===== src/rtl/a_all_frame_er_ctrl.sv =====
// a_all_frame_er_ctrl: sequences error verification over every frame.
// For each frame it sends a header word to Bob, hands the FIFOs to the
// single-frame ER engine, sends an end word carrying the local result,
// then waits for Bob's acknowledgement and folds both results into
// fail_count. Any bad or missing acknowledgement aborts the whole run.
module a_all_frame_er_ctrl #(
  parameter int MAX_FRAME_ROUND   = 7,
  parameter int FRAME_ROUND_WIDTH = 8,
  parameter int ACK_TIMEOUT       = 65535
) (
  input  logic                         clk,
  input  logic                         rst_n,
  input  logic                         start_A_all_frame_ER,
  input  logic                         finish_A_single_frame_ER,
  input  logic                         single_frame_ev_fail,
  output logic                         start_single_frame_ER,
  output logic [FRAME_ROUND_WIDTH-1:0] frame_round,
  output logic                         ctrl_owns_fifo,
  output logic [31:0]                  A_A2B_wr_din,
  output logic                         A_A2B_wr_en,
  input  logic                         A_A2B_full,
  output logic                         A_B2A_rd_en,
  input  logic [31:0]                  A_B2A_rd_dout,
  input  logic                         A_B2A_empty,
  input  logic                         A_B2A_rd_valid,
  output logic [FRAME_ROUND_WIDTH:0]   fail_count,
  output logic                         timeout_error,
  output logic                         protocol_error,
  output logic                         finish_all_frame_ER,
  output logic                         busy
);

  // Timer only has to count 0..ACK_TIMEOUT-1 before giving up.
  localparam int TW = (ACK_TIMEOUT > 2) ? $clog2(ACK_TIMEOUT) : 1;
  localparam logic [TW-1:0] TMO_LAST = TW'(ACK_TIMEOUT - 1);
  localparam logic [FRAME_ROUND_WIDTH-1:0] LAST_FRAME = FRAME_ROUND_WIDTH'(MAX_FRAME_ROUND);

  typedef enum logic [3:0] {
    ST_IDLE,
    ST_START_AF,
    ST_SEND_HDR,
    ST_START_SF,
    ST_SF_BUSY,
    ST_SEND_END,
    ST_WAIT_ACK,
    ST_CHECK_ACK,
    ST_NEXT_FRAME,
    ST_RESET_AF,
    ST_AF_END,
    ST_ERROR
  } state_t;

  state_t state_reg, state_next;

  logic [FRAME_ROUND_WIDTH-1:0] frame_round_reg;
  logic [FRAME_ROUND_WIDTH:0]   fail_count_reg;
  logic                         timeout_error_reg;
  logic                         protocol_error_reg;
  logic                         loc_fail_reg;
  logic                         rd_outst_reg;
  logic [TW-1:0]                tmo_cnt_reg;
  logic [7:0]                   ack_tag_reg;
  logic                         ack_bob_reg;
  logic [15:0]                  ack_frame_reg;

  logic [15:0] frame16;
  logic        ack_ok;
  logic        ack_fire;
  logic        tmo_hit;
  logic        unused_ack_bits;

  // Ack bits 23:17 carry nothing for this block.
  assign unused_ack_bits = ^A_B2A_rd_dout[23:17];

  assign frame16  = 16'(frame_round_reg);
  assign ack_ok   = (ack_tag_reg == 8'hBE) && (ack_frame_reg == frame16);
  // Only a rd_valid answering our own outstanding read counts as the ack.
  assign ack_fire = A_B2A_rd_valid && rd_outst_reg;
  assign tmo_hit  = (tmo_cnt_reg == TMO_LAST);

  // State register.
  always_ff @(posedge clk) begin
    if (!rst_n) begin
      state_reg <= ST_IDLE;
    end else begin
      state_reg <= state_next;
    end
  end

  // Next-state logic and per-state FIFO / handshake outputs.
  always_comb begin
    state_next            = state_reg;
    start_single_frame_ER = 1'b0;
    A_A2B_wr_en           = 1'b0;
    A_A2B_wr_din          = 32'h0;
    A_B2A_rd_en           = 1'b0;
    finish_all_frame_ER   = 1'b0;
    case (state_reg)
      ST_IDLE: begin
        if (start_A_all_frame_ER) state_next = ST_START_AF;
      end
      ST_START_AF: state_next = ST_SEND_HDR;
      ST_SEND_HDR: begin
        if (!A_A2B_full) begin
          A_A2B_wr_en  = 1'b1;
          A_A2B_wr_din = {8'hA5, 8'h00, frame16};
          state_next   = ST_START_SF;
        end
      end
      ST_START_SF: begin
        start_single_frame_ER = 1'b1;
        state_next            = ST_SF_BUSY;
      end
      ST_SF_BUSY: begin
        if (finish_A_single_frame_ER) state_next = ST_SEND_END;
      end
      ST_SEND_END: begin
        if (!A_A2B_full) begin
          A_A2B_wr_en  = 1'b1;
          A_A2B_wr_din = {8'hAE, 7'b0, loc_fail_reg, frame16};
          state_next   = ST_WAIT_ACK;
        end
      end
      ST_WAIT_ACK: begin
        A_B2A_rd_en = !A_B2A_empty && !rd_outst_reg;
        if (ack_fire) begin
          state_next = ST_CHECK_ACK;
        end else if (tmo_hit) begin
          state_next = ST_ERROR;
        end
      end
      ST_CHECK_ACK: begin
        if (!ack_ok) begin
          state_next = ST_ERROR;
        end else if (frame_round_reg == LAST_FRAME) begin
          state_next = ST_RESET_AF;
        end else begin
          state_next = ST_NEXT_FRAME;
        end
      end
      ST_NEXT_FRAME: state_next = ST_SEND_HDR;
      ST_RESET_AF:   state_next = ST_AF_END;
      ST_AF_END: begin
        finish_all_frame_ER = 1'b1;
        state_next          = ST_IDLE;
      end
      ST_ERROR: begin
        finish_all_frame_ER = 1'b1;
        state_next          = ST_IDLE;
      end
      default: state_next = ST_IDLE;
    endcase
  end

  // Frame counter, result accumulation and sticky error flags.
  always_ff @(posedge clk) begin
    if (!rst_n) begin
      frame_round_reg    <= '0;
      fail_count_reg     <= '0;
      timeout_error_reg  <= 1'b0;
      protocol_error_reg <= 1'b0;
      loc_fail_reg       <= 1'b0;
    end else begin
      case (state_reg)
        ST_START_AF: begin
          frame_round_reg    <= '0;
          fail_count_reg     <= '0;
          timeout_error_reg  <= 1'b0;
          protocol_error_reg <= 1'b0;
        end
        ST_SF_BUSY: begin
          if (finish_A_single_frame_ER) loc_fail_reg <= single_frame_ev_fail;
        end
        ST_WAIT_ACK: begin
          if (!ack_fire && tmo_hit) timeout_error_reg <= 1'b1;
        end
        ST_CHECK_ACK: begin
          if (!ack_ok) begin
            protocol_error_reg <= 1'b1;
          end else if ((loc_fail_reg || ack_bob_reg) && !(&fail_count_reg)) begin
            fail_count_reg <= fail_count_reg + (FRAME_ROUND_WIDTH + 1)'(1);
          end
        end
        ST_NEXT_FRAME: frame_round_reg <= frame_round_reg + FRAME_ROUND_WIDTH'(1);
        ST_RESET_AF:   frame_round_reg <= '0;
        default: ;
      endcase
    end
  end

  // Ack read tracking: timer and outstanding flag restart on every WAIT_ACK entry.
  always_ff @(posedge clk) begin
    if (!rst_n) begin
      tmo_cnt_reg   <= '0;
      rd_outst_reg  <= 1'b0;
      ack_tag_reg   <= 8'h00;
      ack_bob_reg   <= 1'b0;
      ack_frame_reg <= 16'h0;
    end else if (state_reg == ST_WAIT_ACK) begin
      tmo_cnt_reg <= tmo_cnt_reg + TW'(1);
      if (A_B2A_rd_en) rd_outst_reg <= 1'b1;
      if (ack_fire) begin
        rd_outst_reg  <= 1'b0;
        ack_tag_reg   <= A_B2A_rd_dout[31:24];
        ack_bob_reg   <= A_B2A_rd_dout[16];
        ack_frame_reg <= A_B2A_rd_dout[15:0];
      end
    end else begin
      tmo_cnt_reg  <= '0;
      rd_outst_reg <= 1'b0;
    end
  end

  assign frame_round    = frame_round_reg;
  assign fail_count     = fail_count_reg;
  assign timeout_error  = timeout_error_reg;
  assign protocol_error = protocol_error_reg;
  assign busy           = (state_reg != ST_IDLE);
  assign ctrl_owns_fifo = !((state_reg == ST_START_SF) || (state_reg == ST_SF_BUSY));

endmodule


===== config.mk =====
export PLATFORM = sky130hd
export DESIGN_NAME = a_all_frame_er_ctrl
export DESIGN_NICKNAME = d
export VERILOG_FILES = /design/src/rtl/a_all_frame_er_ctrl.sv
export SDC_FILE = /design/constraint.sdc
export NUM_CORES = 1
export LEC_CHECK = 0
export CAP_MARGIN = 20
export CORE_ASPECT_RATIO = 0.6
export CORE_UTILIZATION = 40
export CTS_CLUSTER_DIAMETER = 80
export CTS_CLUSTER_SIZE = 8
export DETAILED_ROUTE_END_ITERATION = 16
export HOLD_SLACK_MARGIN = 0.03
export PLACE_DENSITY_LB_ADDON = 0.3
export SETUP_SLACK_MARGIN = 0.02
export SLEW_MARGIN = 40
export SYNTH_ARGS = -nofsm -noshare
export SYNTH_HDL_FRONTEND = slang
export SYNTH_SLANG_ARGS = --single-unit
export TNS_END_PERCENT = 10

===== constraint.sdc =====
create_clock -name clk -period 2.12 [get_ports clk]
set_input_delay 0.424 -clock clk [delete_from_list [all_inputs] [get_ports clk]]
set_output_delay 0.424 -clock clk [all_outputs]
set_load 0.05 [all_outputs]

== Word level (Yosys, flattened, before mapping) ==
Index checks and enable logic that the tools add are counted.
W data, S select, Z words.
Cells by class
  add/sub/neg operators: 3
  eq/ne operators: 24
  multiplexer cells: 25
  bitwise operators: 2
  reductions and logical operators: 30
Operator list (number)
  $mux W32: 2
  $pmux W32 S2: 1
  $pmux W4 S9: 1
  $mux W4: 6
  $mux W9: 2
  $pmux W9 S2: 1
  $add A16 B1 Y16 const B: 1
  $eq A16 B16 Y1 const B: 1
  $eq A16 B8 Y1: 1
  $eq A4 B3 Y1 const B: 4
  $eq A4 B4 Y1 const B: 4
  $ne A2 B2 Y1 const B: 8
  $pmux W8 S2: 1
  $reduce_and A2 Y1: 5
  $add A9 B1 Y9 const B: 1
  $reduce_and A9 Y1: 1
  $add A8 B1 Y8 const B: 1
  $eq A4 B2 Y1 const B: 2
  $eq A8 B3 Y1 const B: 1
  $eq A8 B8 Y1 const B: 1
  $mux W1: 8
  $reduce_or A2 Y1: 4
  $reduce_bool A2 Y1: 3
  $logic_and A1 B1 Y1: 5
  other kinds (12): 19
Word-level totals
  bits in registers: 66
  bits of input ports: 40
  output and inout port bits: 57
  word-level logic and storage cells: 95

== Depth between registers and ports, before layout ==
  depth after elaboration: 6
  gate-level depth with buffers: 9
  depth with buffers taken out: 8

== Least setup slack after synthesis ==
No wires, ideal clock.
  kind: register to output
  from: register state_reg[1]
  to: output A_A2B_wr_din[0]
  arrival: 3.524 ns
  required time: 1.696 ns
  slack: -1.828 ns
  cell stages (with the launch flop): 7
  path buffers: 2
  cells stage by stage: dfxtp_1 clkbuf_1 nand2b_1 nor4_1 or2_1 clkbuf_1 and2_1
Between the ends
  word-level cells in the longest chain between the ends: 2
  elaborated cells between the ends (all ways): 3
  those cells by class: 2 x eq/ne; 1 x mux
Ends and longest elaborated chain
  start: declaration: RTL line 53  | state_t state_reg, state_next;
  start signal: assignment: RTL line 86  | state_reg <= state_next;
  $eq A4 B3 Y1 or $eq A4 B2 Y1 (tied branches): RTL line 98  | case (state_reg)
  $pmux W32 S2 *: RTL line 98
  end: declaration: RTL line 19  | output logic [31:0] A_A2B_wr_din,
Mark *: on every way between the ends. The rest lies on a longest branch, timed or not.

== Worst setup path in the final report ==
  from: register ack_frame_reg[15]
  to: register fail_count_reg[3], in the netlist fail_count[3]
Between the ends
  word-level cells in the longest chain between the ends: 4
Ends and longest elaborated chain
  start: declaration: RTL line 64  | logic [15:0] ack_frame_reg;
  start signal: assignment: RTL line 206  | ack_frame_reg <= A_B2A_rd_dout[15:0];
  $eq A16 B8 Y1: RTL line 76  | assign ack_ok = (ack_tag_reg == 8'hBE) && (ack_frame_reg == frame16);
  $logic_and A1 B1 Y1: RTL line 76
  $ne A2 B2 Y1 (no source line)
  $reduce_and A3 Y1 (no source line)
  end signal: assignment: RTL line 181  | fail_count_reg <= fail_count_reg + (FRAME_ROUND_WIDTH + 1)'(1);
  end: declaration: RTL line 56  | logic [FRAME_ROUND_WIDTH:0] fail_count_reg;
No other way between the ends.
A chain may end at the register's enable or synchronous reset.

==> reports/metrics.csv <==
stage;metric;value;unit
run_status;outcome;finished with violations;
run_status;violations;negative setup slack;
pwr;power.density;716;nW/µm²
layout;area_delta_synth_final;50.7;%
critical_path;end_kind;flop;
routing;via_per_inst;4.99;
die;die_w;120;µm
critical_path;cp-start-kind;flop;
timing;worstMarginPinSlew;0.590;ns
timing;fin_ws;-0.00728;ns
worst_hold_path;worstHoldStart;ack_tag_reg[4];
place;dp_slack;-0.142;ns
synthesis;syn_inst;403;
timing;slew_viol_final;0;
timing;slew-limit-headroom;60.3;%
pwr;p_sw_share;27.2;%
cts;clk_latency;0.34;ns
critical_path;critPathKind;flop to flop;
die;num_rows;25;
synthesis;yosys.area.top_type;dfxtp_1;
cts;cts.reportedPaths.clkPinSlew;0.05;ns
grt;grt_overflow;0;
synthesis;ys_seq_area_share;39.7;%
pwr;finalPower;0.00359;W
pwr;p_clk_share;44.3;%
timing;finalCritPeriodShare;100;%
pwr;p_sw;0.000978;W
pwr;peakVddDrop;0.503;mV
synthesis;synthAdderAreaFrac;1.88;%
routing;finalWirelength;8620;µm
grt;grt_pass1_wl;13700;µm
synthesis;synth-edff-count;0;
synthesis;netlist_top_cells_area;dfxtp_1, nand2_1, a21boi_1, xor2_1, nor2_1;
grt;grt_use_total;20.7;%
place;finalWeightedCongestion;0.846;
pwr;p_comb_share;20.1;%
die;io_pins;97;
synthesis;syn-cell-area;3330;µm²
timing;period_needed;2.13;ns
cts;clock_sinks;66;
layout;drive_gt1_share;23.1;%
routing;drt_iter0_drc;141;
pwr;cellLeakagePower;1.97;nW
synthesis;synth_top_family_by_area;simple AND/OR/NAND/NOR gates;
synthesis;yosysTopAreaCellShare;39.7;%
grt;grt_pass1_vias;2898;
pwr;power.internal;0.00261;W
grt;grt_max_degree;26;
worst_hold_path;hold_path_class;flop to flop;
layout;layout.nets;546;
cts;htreeDepth;3;
pwr;seqPwrFrac;35.7;%
synthesis;yosysMostFrequentCell;nand2_1;
synthesis;synth-compound-area-share;11.4;%
synthesis;yosys.area_share.simple;30.6;%
cts;cts_tree;built;
timing;rsz0062_at_grt;yes;
die;start_util;41.7;%
run;drv_cap;0;
die;die_h;72.6;µm
critical_path;critical_path_peak_fanout;6;
routing;final_antenna_net_count;0;
synthesis;synthXorXnorAreaFrac;7.90;%
cts;root_buffer;clkbuf_16;
synthesis;synth.area.mux_share;1.20;%
layout;final.fill_count;679;
synthesis;synth_commonest_cells;nand2_1, dfxtp_1, nor2_1;
grt;antenna_found_initial;0;
timing;fmax;0.470;GHz
timing;final_hold_viol_count;0;
synthesis;synth_top_flop_cell;dfxtp_1;
cts;postCtsHoldBufs;0;
routing;wl_per_cell;14.0;µm
place;dp_hpwl;6150;µm
cts;cts_buffers;9;
critical_path;r2r_start;ack_frame_reg[15];
critical_path;crit_path_start;ack_frame_reg[15];
layout;antenna_cells;0;
synthesis;ys_warn_count;0;
die;core_area;7980;µm²
timing;hold_ws;0.449;ns
routing;drc;0;
timing;tns;-0.00728;ns
synthesis;synth_cell_types;44;
die;dieArea;8700;µm²
timing;fin_skew;0.00514;ns
routing;num_vias;3065;
synthesis;synth_area_per_cell;8.26;µm²
synthesis;synth-seq-cells;66;
routing;drt_first_pass_iters;4;
cts;cts_max_path_buffers;2;
place;numPortBuffers;72;
critical_path;cp.required;2.33;ns
synthesis;async_flop_share;0;%
timing;finalSetupViolations;1;
critical_path;critPathArrivalTime;2.33;ns
==> final cells by class <==
cell class	count	area [µm²]	share of cell area (%)
tap	108	135	2.70
multi-input combinational	313	1990	39.7
inverter	3	11.3	0.225
sequential	66	1330	26.4
clock buffer	11	243	4.84
clock inverter	5	77.6	1.55
timing repair buffer	108	1230	24.6
==> critical path: stages (launching register included) <==
cell and delay, ns:
dfxtp_2 0.32, or4b_4 0.54, nor4_4 0.42, nand4_4 0.20, buf_6 0.19, buf_4 0.14
o21ai_2 0.11, a21oi_1 0.07
==> cells in the final DEF (no fill, tap or decap), types with 4 or more instances in the layout <==
cell type        Yosys  layout
xnor2_1              8       8
dfxtp_1             66      63
conb_1               1      17
nand2_1             70      70
and4_1               4       4
buf_12               0      23
o21ai_2              0       5
nor2b_1              5       4
and2_4               0       9
o21ai_0              5       5
a21boi_1            26      26
nand4_1              8       8
nor2_1              42      42
or3_1                8       8
buf_4               20      35
mux2i_1              4       4
xor2_1              22      22
clkbuf_16            0       9
nand3_1             18      18
a21oi_1             12       9
clkdlybuf4s50_1      0      43
ha_1                 5       4
==> layer usage <==
| layer | wire length (µm) | GRT usage, % |
|---|---|---|
| met1 | 4290 | 27.4 |
| met5 | 0 | 0 |
| met2 | 3670 | 31.3 |
| met4 | 99 | 9.03 |
| met3 | 552 | 6.25 |
==> cell families after synthesis <==
kind of cell / count (synthesis)
compound gates: 58
xor+xnor: 30
fa+ha+maj: 5
buf+inv: 41
flops: 66
mux: 4
other cells: 1
simple gates: 198
==> path summary, 6_finish.rpt <==
path / endpoint / slack (ns) / cells past startpoint
worst max-delay path: fail_count[3] / -0.007 / 7
worst min register to register: ack_tag_reg[4] / 0.45 / 2
worst min-delay path: ack_tag_reg[4] / 0.45 / 2
worst max register to register: fail_count[3] / -0.007 / 7
==> metrics by stage <==
stage | cells | util (%) | area [µm²]
after floorplan | 419 | - | 3470
after global placement | 594 | 56.9 | 4540
after detailed placement | 594 | 56.9 | 4540
after CTS | 613 | 61.6 | 4910
after global routing | 614 | 62.9 | 5010
final | 614 | 62.9 | 5010
==> what timing repair did <==
action                     CTS  global route
setup endpoints to repair   23            28
pin swaps                    9            13
buffers inserted             2             1
resized for setup           11            22
gates cloned                 1             0
==> power groups by stage <==
stage | logic [W] | clock network [W] | registers, W
global placement | 0.000690 | 0 | 0.00130
detailed placement | 0.000698 | 0 | 0.00130
finish | 0.000721 | 0.00159 | 0.00128
CTS | 0.000704 | 0.00162 | 0.00128
global route | 0.000763 | 0.00166 | 0.00128
floorplan | 0.000446 | 0 | 0.00130
Power figures use the tool's default switching activity.
